**src/rtl/draw_cmd_pkg.sv**
```systemverilog
// Shared draw-command definitions: word layout, opcodes and fetcher state codes.
package draw_cmd_pkg;

    localparam int unsigned CMD_WIDTH = 18;
    localparam int unsigned OP_WIDTH  = 2;
    localparam int unsigned X_WIDTH   = 8;
    localparam int unsigned Y_WIDTH   = 7;

    localparam int unsigned OP_MSB = 17;
    localparam int unsigned OP_LSB = 16;
    localparam int unsigned X_MSB  = 15;
    localparam int unsigned X_LSB  = 8;
    localparam int unsigned RSV_BIT = 7;
    localparam int unsigned Y_MSB  = 6;
    localparam int unsigned Y_LSB  = 0;

    localparam logic [OP_WIDTH-1:0] OP_END  = 2'b00;
    localparam logic [OP_WIDTH-1:0] OP_GATE = 2'b01;
    localparam logic [OP_WIDTH-1:0] OP_WIRE = 2'b10;
    localparam logic [OP_WIDTH-1:0] OP_SKIP = 2'b11;

    typedef enum logic [2:0] {
        ST_RESET    = 3'd0,
        ST_READY    = 3'd1,
        ST_WAIT     = 3'd2,
        ST_DECODE   = 3'd3,
        ST_HOLD     = 3'd4,
        ST_CLEAR    = 3'd5,
        ST_FINISHED = 3'd6
    } fetch_state_e;

endpackage

```
**src/rtl/draw_command_fetcher_if.sv**
```systemverilog
// Handshake, command-memory and decoded-command bundle between controller and fetcher.
interface draw_command_fetcher_if #(
    parameter int unsigned ADDR_WIDTH = 8
);
    logic                  go_reset_data;
    logic                  go_read_processor;
    logic                  go_clear_signal;
    logic                  data_reset_done;
    logic                  command_read;
    logic                  finished_all;
    logic                  signals_cleared;
    logic [ADDR_WIDTH-1:0] mem_addr;
    logic [17:0]           mem_rdata;
    logic [1:0]            cmd_opcode;
    logic [7:0]            cmd_x;
    logic [6:0]            cmd_y;
    logic [ADDR_WIDTH-1:0] cmd_index;

    modport slave (
        input  go_reset_data, go_read_processor, go_clear_signal, mem_rdata,
        output data_reset_done, command_read, finished_all, signals_cleared,
        output mem_addr, cmd_opcode, cmd_x, cmd_y, cmd_index
    );

    modport master (
        output go_reset_data, go_read_processor, go_clear_signal, mem_rdata,
        input  data_reset_done, command_read, finished_all, signals_cleared,
        input  mem_addr, cmd_opcode, cmd_x, cmd_y, cmd_index
    );
endinterface

```
**src/rtl/draw_cmd_decode.sv**
```systemverilog
// Combinational field split of one draw-command word; reserved bit 7 is dropped.
module draw_cmd_decode
    import draw_cmd_pkg::*;
(
    input  logic [CMD_WIDTH-1:0] word,
    output logic [OP_WIDTH-1:0]  opcode_c,
    output logic [X_WIDTH-1:0]   x_c,
    output logic [Y_WIDTH-1:0]   y_c,
    output logic                 is_end_c,
    output logic                 is_skip_c
);
    logic unused_rsvd;

    // Field extraction and opcode classification.
    always_comb begin
        opcode_c    = word[OP_MSB:OP_LSB];
        x_c         = word[X_MSB:X_LSB];
        y_c         = word[Y_MSB:Y_LSB];
        is_end_c    = (word[OP_MSB:OP_LSB] == OP_END);
        is_skip_c   = (word[OP_MSB:OP_LSB] == OP_SKIP);
        unused_rsvd = word[RSV_BIT];
    end
endmodule

```
**src/rtl/draw_command_fetcher.sv**
```systemverilog
// Draw command fetcher: walks command memory and answers read/clear/rewind handshakes.
// Optional DRAW_CMD_COUNT_EN adds the cmds_issued counter output.
module draw_command_fetcher
    import draw_cmd_pkg::*;
#(
    parameter int unsigned ADDR_WIDTH    = 8,
    parameter int unsigned CMD_COUNT_MAX = 255
) (
    input  logic                  clk,
    input  logic                  program_reset,
    draw_command_fetcher_if.slave bus
`ifdef DRAW_CMD_COUNT_EN
    ,
    output logic [ADDR_WIDTH:0]   cmds_issued
`endif
);
    fetch_state_e          state, state_nxt;
    logic [ADDR_WIDTH-1:0] ptr;
    logic                  exhausted;
    logic                  ptr_at_max;
    logic                  adv_ptr_c;
    logic                  load_cmd_c;

    logic [OP_WIDTH-1:0]   dec_op_c;
    logic [X_WIDTH-1:0]    dec_x_c;
    logic [Y_WIDTH-1:0]    dec_y_c;
    logic                  dec_end_c;
    logic                  dec_skip_c;

    logic [OP_WIDTH-1:0]   cmd_opcode_q;
    logic [X_WIDTH-1:0]    cmd_x_q;
    logic [Y_WIDTH-1:0]    cmd_y_q;
    logic [ADDR_WIDTH-1:0] cmd_index_q;

    // ptr is stable from WAIT through DECODE, so mem_rdata in DECODE is the word at ptr.
    draw_cmd_decode u_decode (
        .word      (bus.mem_rdata),
        .opcode_c  (dec_op_c),
        .x_c       (dec_x_c),
        .y_c       (dec_y_c),
        .is_end_c  (dec_end_c),
        .is_skip_c (dec_skip_c)
    );

    assign ptr_at_max = (ptr == ADDR_WIDTH'(CMD_COUNT_MAX));

    // State register.
    always_ff @(posedge clk) begin
        if (program_reset) state <= ST_RESET;
        else               state <= state_nxt;
    end

    // Next-state logic; rewind request overrides every state.
    always_comb begin
        state_nxt = state;
        if (bus.go_reset_data) begin
            state_nxt = ST_RESET;
        end else begin
            case (state)
                ST_RESET:    state_nxt = ST_READY;
                ST_READY:    if (bus.go_read_processor)
                                 state_nxt = exhausted ? ST_FINISHED : ST_WAIT;
                ST_WAIT:     state_nxt = ST_DECODE;
                ST_DECODE:   begin
                    if (dec_end_c)       state_nxt = ST_FINISHED;
                    else if (dec_skip_c) state_nxt = ptr_at_max ? ST_FINISHED : ST_WAIT;
                    else                 state_nxt = ST_HOLD;
                end
                ST_HOLD:     if (bus.go_clear_signal) state_nxt = ST_CLEAR;
                ST_CLEAR:    begin
                    if (!bus.go_clear_signal) begin
                        if (bus.go_read_processor)
                            state_nxt = exhausted ? ST_FINISHED : ST_WAIT;
                        else
                            state_nxt = ST_READY;
                    end
                end
                ST_FINISHED: state_nxt = ST_FINISHED;
                default:     state_nxt = ST_RESET;
            endcase
        end
    end

    // Moore handshake flags and datapath strobes.
    always_comb begin
        bus.data_reset_done = 1'b0;
        bus.command_read    = 1'b0;
        bus.signals_cleared = 1'b0;
        bus.finished_all    = 1'b0;
        adv_ptr_c           = 1'b0;
        load_cmd_c          = 1'b0;
        case (state)
            ST_RESET:    bus.data_reset_done = 1'b1;
            ST_HOLD:     bus.command_read    = 1'b1;
            ST_CLEAR:    bus.signals_cleared = 1'b1;
            ST_FINISHED: bus.finished_all    = 1'b1;
            ST_DECODE:   begin
                adv_ptr_c  = !bus.go_reset_data && !dec_end_c;
                load_cmd_c = !bus.go_reset_data && !dec_end_c && !dec_skip_c;
            end
            default:     ;
        endcase
    end

    // Pointer, exhaust flag and presented-command registers; pointer saturates at the last slot.
    always_ff @(posedge clk) begin
        if (program_reset) begin
            ptr          <= '0;
            exhausted    <= 1'b0;
            cmd_opcode_q <= '0;
            cmd_x_q      <= '0;
            cmd_y_q      <= '0;
            cmd_index_q  <= '0;
        end else if (bus.go_reset_data) begin
            ptr       <= '0;
            exhausted <= 1'b0;
        end else begin
            if (load_cmd_c) begin
                cmd_opcode_q <= dec_op_c;
                cmd_x_q      <= dec_x_c;
                cmd_y_q      <= dec_y_c;
                cmd_index_q  <= ptr;
            end
            if (adv_ptr_c) begin
                if (ptr_at_max) exhausted <= 1'b1;
                else            ptr       <= ptr + ADDR_WIDTH'(1);
            end
        end
    end

`ifdef DRAW_CMD_COUNT_EN
    // Count of commands presented since the last reset or rewind.
    always_ff @(posedge clk) begin
        if (program_reset || bus.go_reset_data) cmds_issued <= '0;
        else if (load_cmd_c)                    cmds_issued <= cmds_issued + (ADDR_WIDTH+1)'(1);
    end
`endif

    assign bus.mem_addr   = ptr;
    assign bus.cmd_opcode = cmd_opcode_q;
    assign bus.cmd_x      = cmd_x_q;
    assign bus.cmd_y      = cmd_y_q;
    assign bus.cmd_index  = cmd_index_q;

endmodule

```
**src/flat_wrapper.sv**
```systemverilog
// flat-port wrapper written by rule: the top's interface ports become plain ports
module draw_command_fetcher_flat import draw_cmd_pkg::*;
#(
    parameter int unsigned ADDR_WIDTH    = 8,
    parameter int unsigned CMD_COUNT_MAX = 255
)
  (clk, program_reset, bus_go_reset_data, bus_go_read_processor, bus_go_clear_signal, bus_mem_rdata, bus_data_reset_done, bus_command_read, bus_finished_all, bus_signals_cleared, bus_mem_addr, bus_cmd_opcode, bus_cmd_x, bus_cmd_y, bus_cmd_index);
  draw_command_fetcher_if #(.ADDR_WIDTH(ADDR_WIDTH)) bus_i ();
  input  logic clk;
  input  logic program_reset;
  input wire logic [$bits(bus_i.go_reset_data)-1:0] bus_go_reset_data;
  input wire logic [$bits(bus_i.go_read_processor)-1:0] bus_go_read_processor;
  input wire logic [$bits(bus_i.go_clear_signal)-1:0] bus_go_clear_signal;
  input wire logic [$bits(bus_i.mem_rdata)-1:0] bus_mem_rdata;
  output wire logic [$bits(bus_i.data_reset_done)-1:0] bus_data_reset_done;
  output wire logic [$bits(bus_i.command_read)-1:0] bus_command_read;
  output wire logic [$bits(bus_i.finished_all)-1:0] bus_finished_all;
  output wire logic [$bits(bus_i.signals_cleared)-1:0] bus_signals_cleared;
  output wire logic [$bits(bus_i.mem_addr)-1:0] bus_mem_addr;
  output wire logic [$bits(bus_i.cmd_opcode)-1:0] bus_cmd_opcode;
  output wire logic [$bits(bus_i.cmd_x)-1:0] bus_cmd_x;
  output wire logic [$bits(bus_i.cmd_y)-1:0] bus_cmd_y;
  output wire logic [$bits(bus_i.cmd_index)-1:0] bus_cmd_index;
  assign bus_i.go_reset_data = bus_go_reset_data;
  assign bus_i.go_read_processor = bus_go_read_processor;
  assign bus_i.go_clear_signal = bus_go_clear_signal;
  assign bus_i.mem_rdata = bus_mem_rdata;
  assign bus_data_reset_done = bus_i.data_reset_done;
  assign bus_command_read = bus_i.command_read;
  assign bus_finished_all = bus_i.finished_all;
  assign bus_signals_cleared = bus_i.signals_cleared;
  assign bus_mem_addr = bus_i.mem_addr;
  assign bus_cmd_opcode = bus_i.cmd_opcode;
  assign bus_cmd_x = bus_i.cmd_x;
  assign bus_cmd_y = bus_i.cmd_y;
  assign bus_cmd_index = bus_i.cmd_index;
  draw_command_fetcher #(.ADDR_WIDTH(ADDR_WIDTH), .CMD_COUNT_MAX(CMD_COUNT_MAX)) u_core (.clk(clk), .program_reset(program_reset), .bus(bus_i));
endmodule
```
**config.mk**
```make
export PLATFORM = sky130hd
export DESIGN_NAME = draw_command_fetcher_flat
export DESIGN_NICKNAME = d
export VERILOG_FILES = /design/src/rtl/draw_cmd_pkg.sv /design/src/rtl/draw_command_fetcher_if.sv /design/src/rtl/draw_cmd_decode.sv /design/src/rtl/draw_command_fetcher.sv /design/src/flat_wrapper.sv
export SDC_FILE = /design/constraint.sdc
export NUM_CORES = 1
export LEC_CHECK = 0
export CORE_MARGIN = 5
export CORE_UTILIZATION = 47
export DETAILED_ROUTE_END_ITERATION = 12
export PLACE_DENSITY = 0.92
export SYNTH_ARGS = -nofsm -noshare
export SYNTH_HDL_FRONTEND = slang
export SYNTH_SLANG_ARGS = --single-unit
export TNS_END_PERCENT = 5
```
**constraint.sdc**
```tcl
create_clock -name clk -period 3.64 [get_ports clk]
set_input_delay 0.364 -clock clk [delete_from_list [all_inputs] [get_ports clk]]
set_output_delay 0.364 -clock clk [all_outputs]
set_load 0.02 [all_outputs]
```
# Word-level counts from Yosys, hierarchy flattened
# Index checks and enable logic that the tools add are counted.
# W data, S select, Z words.
totals:
  ff_bits: 37
  out_inout_bits: 37
op_classes:
  mux: 15
  n_eq_ne: 11
  bitwise_logic: 2
  add_sub_neg: 1
  reduce_logical: 12
op_table:
  columns: ["operator", "n"]
  rows:
  - ["$mux W3", 8]
  - ["$pmux W3 S7", 1]
  - ["$eq A3 B3 Y1 const B", 3]
  - ["$add A8 B1 Y8 const B", 1]
  - ["$eq A8 B8 Y1 const B", 1]
  - ["$eq A3 B2 Y1 const B", 2]
  - ["$mux W1", 6]
  - ["$ne A2 B2 Y1 const B", 3]
  - ["$reduce_and A2 Y1", 3]
  - ["$eq A3 B1 Y1 const B", 1]
  - ["$logic_not A1 Y1", 3]
  - ["$logic_not A3 Y1", 1]
  - ["$reduce_and A3 Y1", 1]
  - ["$eq A2 B2 Y1 const B", 1]
  - ["$logic_and A1 B1 Y1", 2]
  - ["$logic_not A2 Y1", 1]
  - ["$not A1 Y1", 2]
  - ["$reduce_or A2 Y1", 1]

# Logic depth before layout (Yosys ltp)
logic_depth:
  depth_word: 6
  mapped_depth: 8
  ltp_nobuf: 6

# Cells and area by module
# A second synthesis with hierarchy kept.
unflattened:
  hier_cells: 208
  area_unflattened_um2: 1697.9
by_module_without_submodules:
  columns: ["mod", "instances", "area_per_inst_um2", "seq_area_each_um2", "cells_per_inst"]
  rows:
  - ["draw_command_fetcher", 1, 1560.2, 740.7, 189]
  - ["draw_cmd_decode", 1, 137.6, 0.0, 19]

# Worst setup path before layout
# No wires, ideal clock.
synth_timing:
  path_kind: "input to register"
  startpoint: "in bus_mem_rdata[16]"
  endpoint: "reg u_core.ptr[4], in the netlist u_core.bus.mem_addr[4]"
  path_buffers: 1
  slack_ns: 1.758
  arrival_time_ns: 1.812
  required_ns: 3.570
  cell_stages: 7
  setup_ns: 0.070
  cell_sequence: "inv_1 > ha_1 > or2_1 > or2_1 > buf_6 > or4_1 > a21oi_1"
synth_between:
  elab_chain_cells: 5
synth_lines:
  columns: ["item", "line", "source"]
  rows:
  - ["from (decl)", "flat_wrapper.sv:14", "input wire logic [$bits(bus_i.mem_rdata)-1:0] bus_mem_rdata;"]
  - ["$logic_not A2 Y1", "draw_cmd_decode.sv:19", "is_end_c = (word[OP_MSB:OP_LSB] == OP_END);"]
  - ["$logic_not A1 Y1", "draw_command_fetcher.sv:98", "adv_ptr_c = !bus.go_reset_data && !dec_end_c;"]
  - ["$logic_and A1 B1 Y1", "draw_command_fetcher.sv:98", null]
  - ["$mux W1", "draw_command_fetcher.sv:92", "case (state)"]
  - ["$reduce_and A2 Y1 (no line)", null, null]
  - ["to (signal assigned)", "draw_command_fetcher.sv:126", "else ptr <= ptr + ADDR_WIDTH'(1);"]
  - ["to (decl)", "draw_command_fetcher.sv:18", "logic [ADDR_WIDTH-1:0] ptr;"]
# No other way between the ends.
# A chain may end at the register's enable or synchronous reset.

# Worst setup path after layout
layout_timing:
  startpoint: "reg u_core.state[2]"
  endpoint: "out bus_command_read"
layout_between:
  elab_chain_cells: 2
layout_lines:
  columns: ["item", "line", "source"]
  rows:
  - ["from (decl)", "draw_command_fetcher.sv:17", "fetch_state_e state, state_nxt;"]
  - ["from (signal assigned)", "draw_command_fetcher.sv:50", "else state <= state_nxt;"]
  - ["$eq A3 B3 Y1", "draw_command_fetcher.sv:92", null]
  - ["$mux W1", "draw_command_fetcher.sv:92", null]
  - ["to (decl)", "flat_wrapper.sv:16", "output wire logic [$bits(bus_i.command_read)-1:0] bus_command_read;"]
# No other way between the ends.

==> flow_metrics.py <==
metrics = {
    "status": {
        "status": "finished, final reports clean",
    },
    "timing": {
        "setup_viol": 0,
        "slew_headroom_pct": 46.31,
        "hold_viol": 0,
        "skew_ps": 6.923,
        "slew_violations": 0,
        "fin_setup_tns_ps": 0,
        "period_needed_ps": 2215,
        "fin_crit_sh_pct": 60.86,
        "max_freq_ghz": 0.4514,
        "finalWorstSetupSlack_ps": 1425,
        "worstMarginPinSlew_ps": 805.4,
        "worst_hold_slack_ps": 458.1,
        "rsz0062_at_grt": "false",
    },
    "clock_tree": {
        "htreeDepth": 2,
        "cts_setup_buffers": 0,
        "cts_hold_buffers": 0,
        "path_clk_slew_ps": 100,
        "cts_sinks": 37,
        "clk_latency_ps": 350,
        "cts_made_buffers": 5,
        "ctsResizeCount": 0,
        "cts.path.max_buffers": 2,
        "root_buffer": "clkbuf_4",
        "cts_tree": "yes",
    },
    "floorplan": {
        "core_area_mm2": 0.003311,
        "chipWidth_um": 68.26,
        "core.rowCount": 21,
        "ios": 60,
        "start_util_pct": 48.19,
        "die_h_um": 68.26,
        "dieArea_mm2": 0.004659,
    },
    "cells_and_area": {
        "nets": 280,
        "fill_cells": 276,
        "fin_util_pct": 68.63,
        "stdcell_count": 301,
        "diodes": 0,
        "fin_area_mm2": 0.002272,
        "drive_gt1_share_pct": 5.098,
        "final_common_cell": "clkdlybuf4s50_1",
        "final_cell_mix": "58 x clkdlybuf4s50_1, 55 x nand2_1, 37 x dfxtp_1, 35 x a21oi_1, 8 x nor2_1",
        "area_growth_pct": 42.43,
    },
    "placement": {
        "place_congestion": 0.8635,
        "pre_cts_slack_ps": 1130,
        "place_area_mm2": 0.002187,
        "dp_hpwl_mm": 2.867,
        "portBuffers": 58,
        "post-place-cells": 293,
    },
    "worst_setup_path": {
        "start_kind": "flop",
        "cp.required_ps": 3280,
        "slowest_stage": "clkdlybuf4s50_1",
        "cpPeakStageDelay_ps": 610,
        "r2r_cells": 4,
        "rr_endpoint": "u_core.bus.mem_addr[4]$_SDFFE_PP0P_",
        "cp_max_fo": 11,
        "end_kind": "output pin",
        "crit_top_cell": "nor2b_1",
        "path_cells": "nor2b_1 > nor2b_1 > clkdlybuf4s50_1",
        "critPathKind": "reg2out",
        "rr_startpoint": "u_core.state[1]$_SDFFE_PP0P_",
        "reg2reg_slack_ps": 1750,
        "arrival_ps": 1850,
    },
    "min_path": {
        "hp-class": "reg2reg",
        "hp-start": "u_core.bus.cmd_x[0]$_SDFFE_PP0P_",
        "whs_path_depth": 2,
        "min_to": "u_core.bus.cmd_x[0]$_SDFFE_PP0P_",
    },
    "grt": {
        "grt_pass1_vias": 1417,
        "grt_start_max_net_pins": 28,
        "grt_first_pass_wirelength_mm": 6.334,
        "grt.total_usage_pct": 18.30,
        "overflow": 0,
        "antenna_found_initial": 0,
    },
    "power_and_ir_drop": {
        "finalPower_uw": 750.9,
        "p_sw_uw": 153.7,
        "power_per_cell_area_mw_per_mm2": 330.5,
        "p_sw_share_pct": 20.47,
        "seq_power_share_pct": 54.5,
        "combPwrFrac_pct": 6.1,
        "p_int_uw": 597.2,
        "p_leak_nw": 0.7976,
        "clkPwrFrac_pct": 39.5,
        "ir_worst_vdd_mv": 0.2165,
    },
    "synth": {
        "synth_fa_ha_area_share_pct": 2.353,
        "synth_top_family_by_area": "simple AND/OR/NAND/NOR gates",
        "ys_warn_count": 0,
        "synthMuxAreaShare_pct": 0,
        "synth_area_leaders": "dfxtp_1 46%, nand2_1 13%, a21oi_1 11%, ha_1 2.4%, clkbuf_1 2.1%",
        "ys_ff_latch": 37,
        "postSynth.asyncResetShare_pct": 0,
        "synth.net_count": 226,
        "synth_area_leader_cell": "dfxtp_1",
        "synth_compound_area_share_pct": 19.22,
        "synth-xor-area-share_pct": 0,
        "synth_ff_type": "dfxtp_1",
        "synth_edf_count": 0,
        "yosys.area.top_type_share_pct": 46.43,
        "synthesis.area_mm2": 0.001595,
        "synth-simple-area-share_pct": 26.67,
        "synthCells": 200,
        "ys_types": 36,
        "ys_seq_area_share_pct": 46.43,
        "syn_avg_cell_area_um2": 7.976,
    },
    "detailed_routing": {
        "vias": 1610,
        "wl_mm": 4.022,
        "drc": 0,
        "avgViaCountPerCell": 5.349,
        "first_pass_iters": 4,
        "drtIter0Drc": 95,
        "wl_per_cell_um": 13.36,
        "ant_nets": 0,
    },
    "flow_run": {
        "cap_violations": 0,
    },
}
worst max-delay path, delay by kind of cell (launching register included):
kind / cells / cell delay (ps)
buffers and inverters: 1 / 610
flip-flops: 1 / 520
AND/OR/NAND/NOR: 2 / 390
power groups by stage:
stage / clock (mW) / sequential (mW) / combinational (mW)
3_3_place_gp: 0 / 0.418 / 0.0452
4_1_cts: 0.300 / 0.409 / 0.0456
3_5_place_dp: 0 / 0.418 / 0.0453
5_1_grt: 0.318 / 0.410 / 0.0493
2_1_floorplan: 0 / 0.416 / 0.0191
6_report: 0.296 / 0.409 / 0.0455
state kept, by name, summed over array words and instances, names as in the netlist:
signal and flops:
u_core.bus.mem_addr 8, u_core.bus.cmd_opcode 2, u_core.state 3, u_core.exhausted 1, u_core.bus.cmd_x 8, u_core.bus.cmd_index 8, u_core.bus.cmd_y 7
Yosys cell counts (all sizes together) (2+ instances only):
master / instances
nand2: 55
dfxtp: 37
a21oi: 35
clkbuf: 9
nor2: 8
inv: 5
nor3: 5
buf: 4
ha: 3
nand3: 3
o21ai: 3
o31ai: 3
or2: 3
or4: 3
and4: 2
nor2b: 2
o41ai: 2
or3: 2
cells by family after synthesis:
| group | count (synthesis) |
|---|---|
| AND/OR/NAND/NOR | 90 |
| flip-flops | 37 |
| buffers and inverters | 18 |
| adder cells (fa/ha/maj) | 3 |
| AO/OA/AOI/OAI | 52 |
routing by layer:
metal / wire [um] / global-route usage, % / up-vias
li1: - / - / 804
met1: 1589 / 19.80 / 727
met2: 2042 / 31.89 / 65
met3: 303 / 6.568 / 14
met4: 87 / 7.940 / 0
met5: 0 / 0 / -
final cells by class:
type	count	area [um2]	share of cell area [%]
multi-input combinational	145	774.5	34.09
sequential	37	740.7	32.60
timing repair buffer	60	595.6	26.21
clock buffer	7	55.05	2.423
clock inverter	1	30.03	1.322
tap	46	57.56	2.533
inverter	5	18.77	0.8260
how the worst max path moves through the flow:
| stage | from | end | slack, ps |
|---|---|---|---|
| after floorplan | bus_mem_rdata[16] | u_core.bus.mem_addr[4]$_SDFFE_PP0P_ | 1760 |
| after global placement | bus_mem_rdata[16] | u_core.bus.mem_addr[4]$_SDFFE_PP0P_ | 1160 |
| after detailed placement | bus_mem_rdata[16] | u_core.bus.cmd_index[4]$_SDFFE_PP0P_ | 1130 |
| after CTS | u_core.state[2]$_SDFFE_PP0P_ | bus_command_read | 1410 |
| after global routing | u_core.state[2]$_SDFFE_PP0P_ | bus_finished_all | 1290 |
| final | u_core.state[2]$_SDFFE_PP0P_ | bus_command_read | 1420 |
No activity file was read; power rests on OpenSTA's default activity.
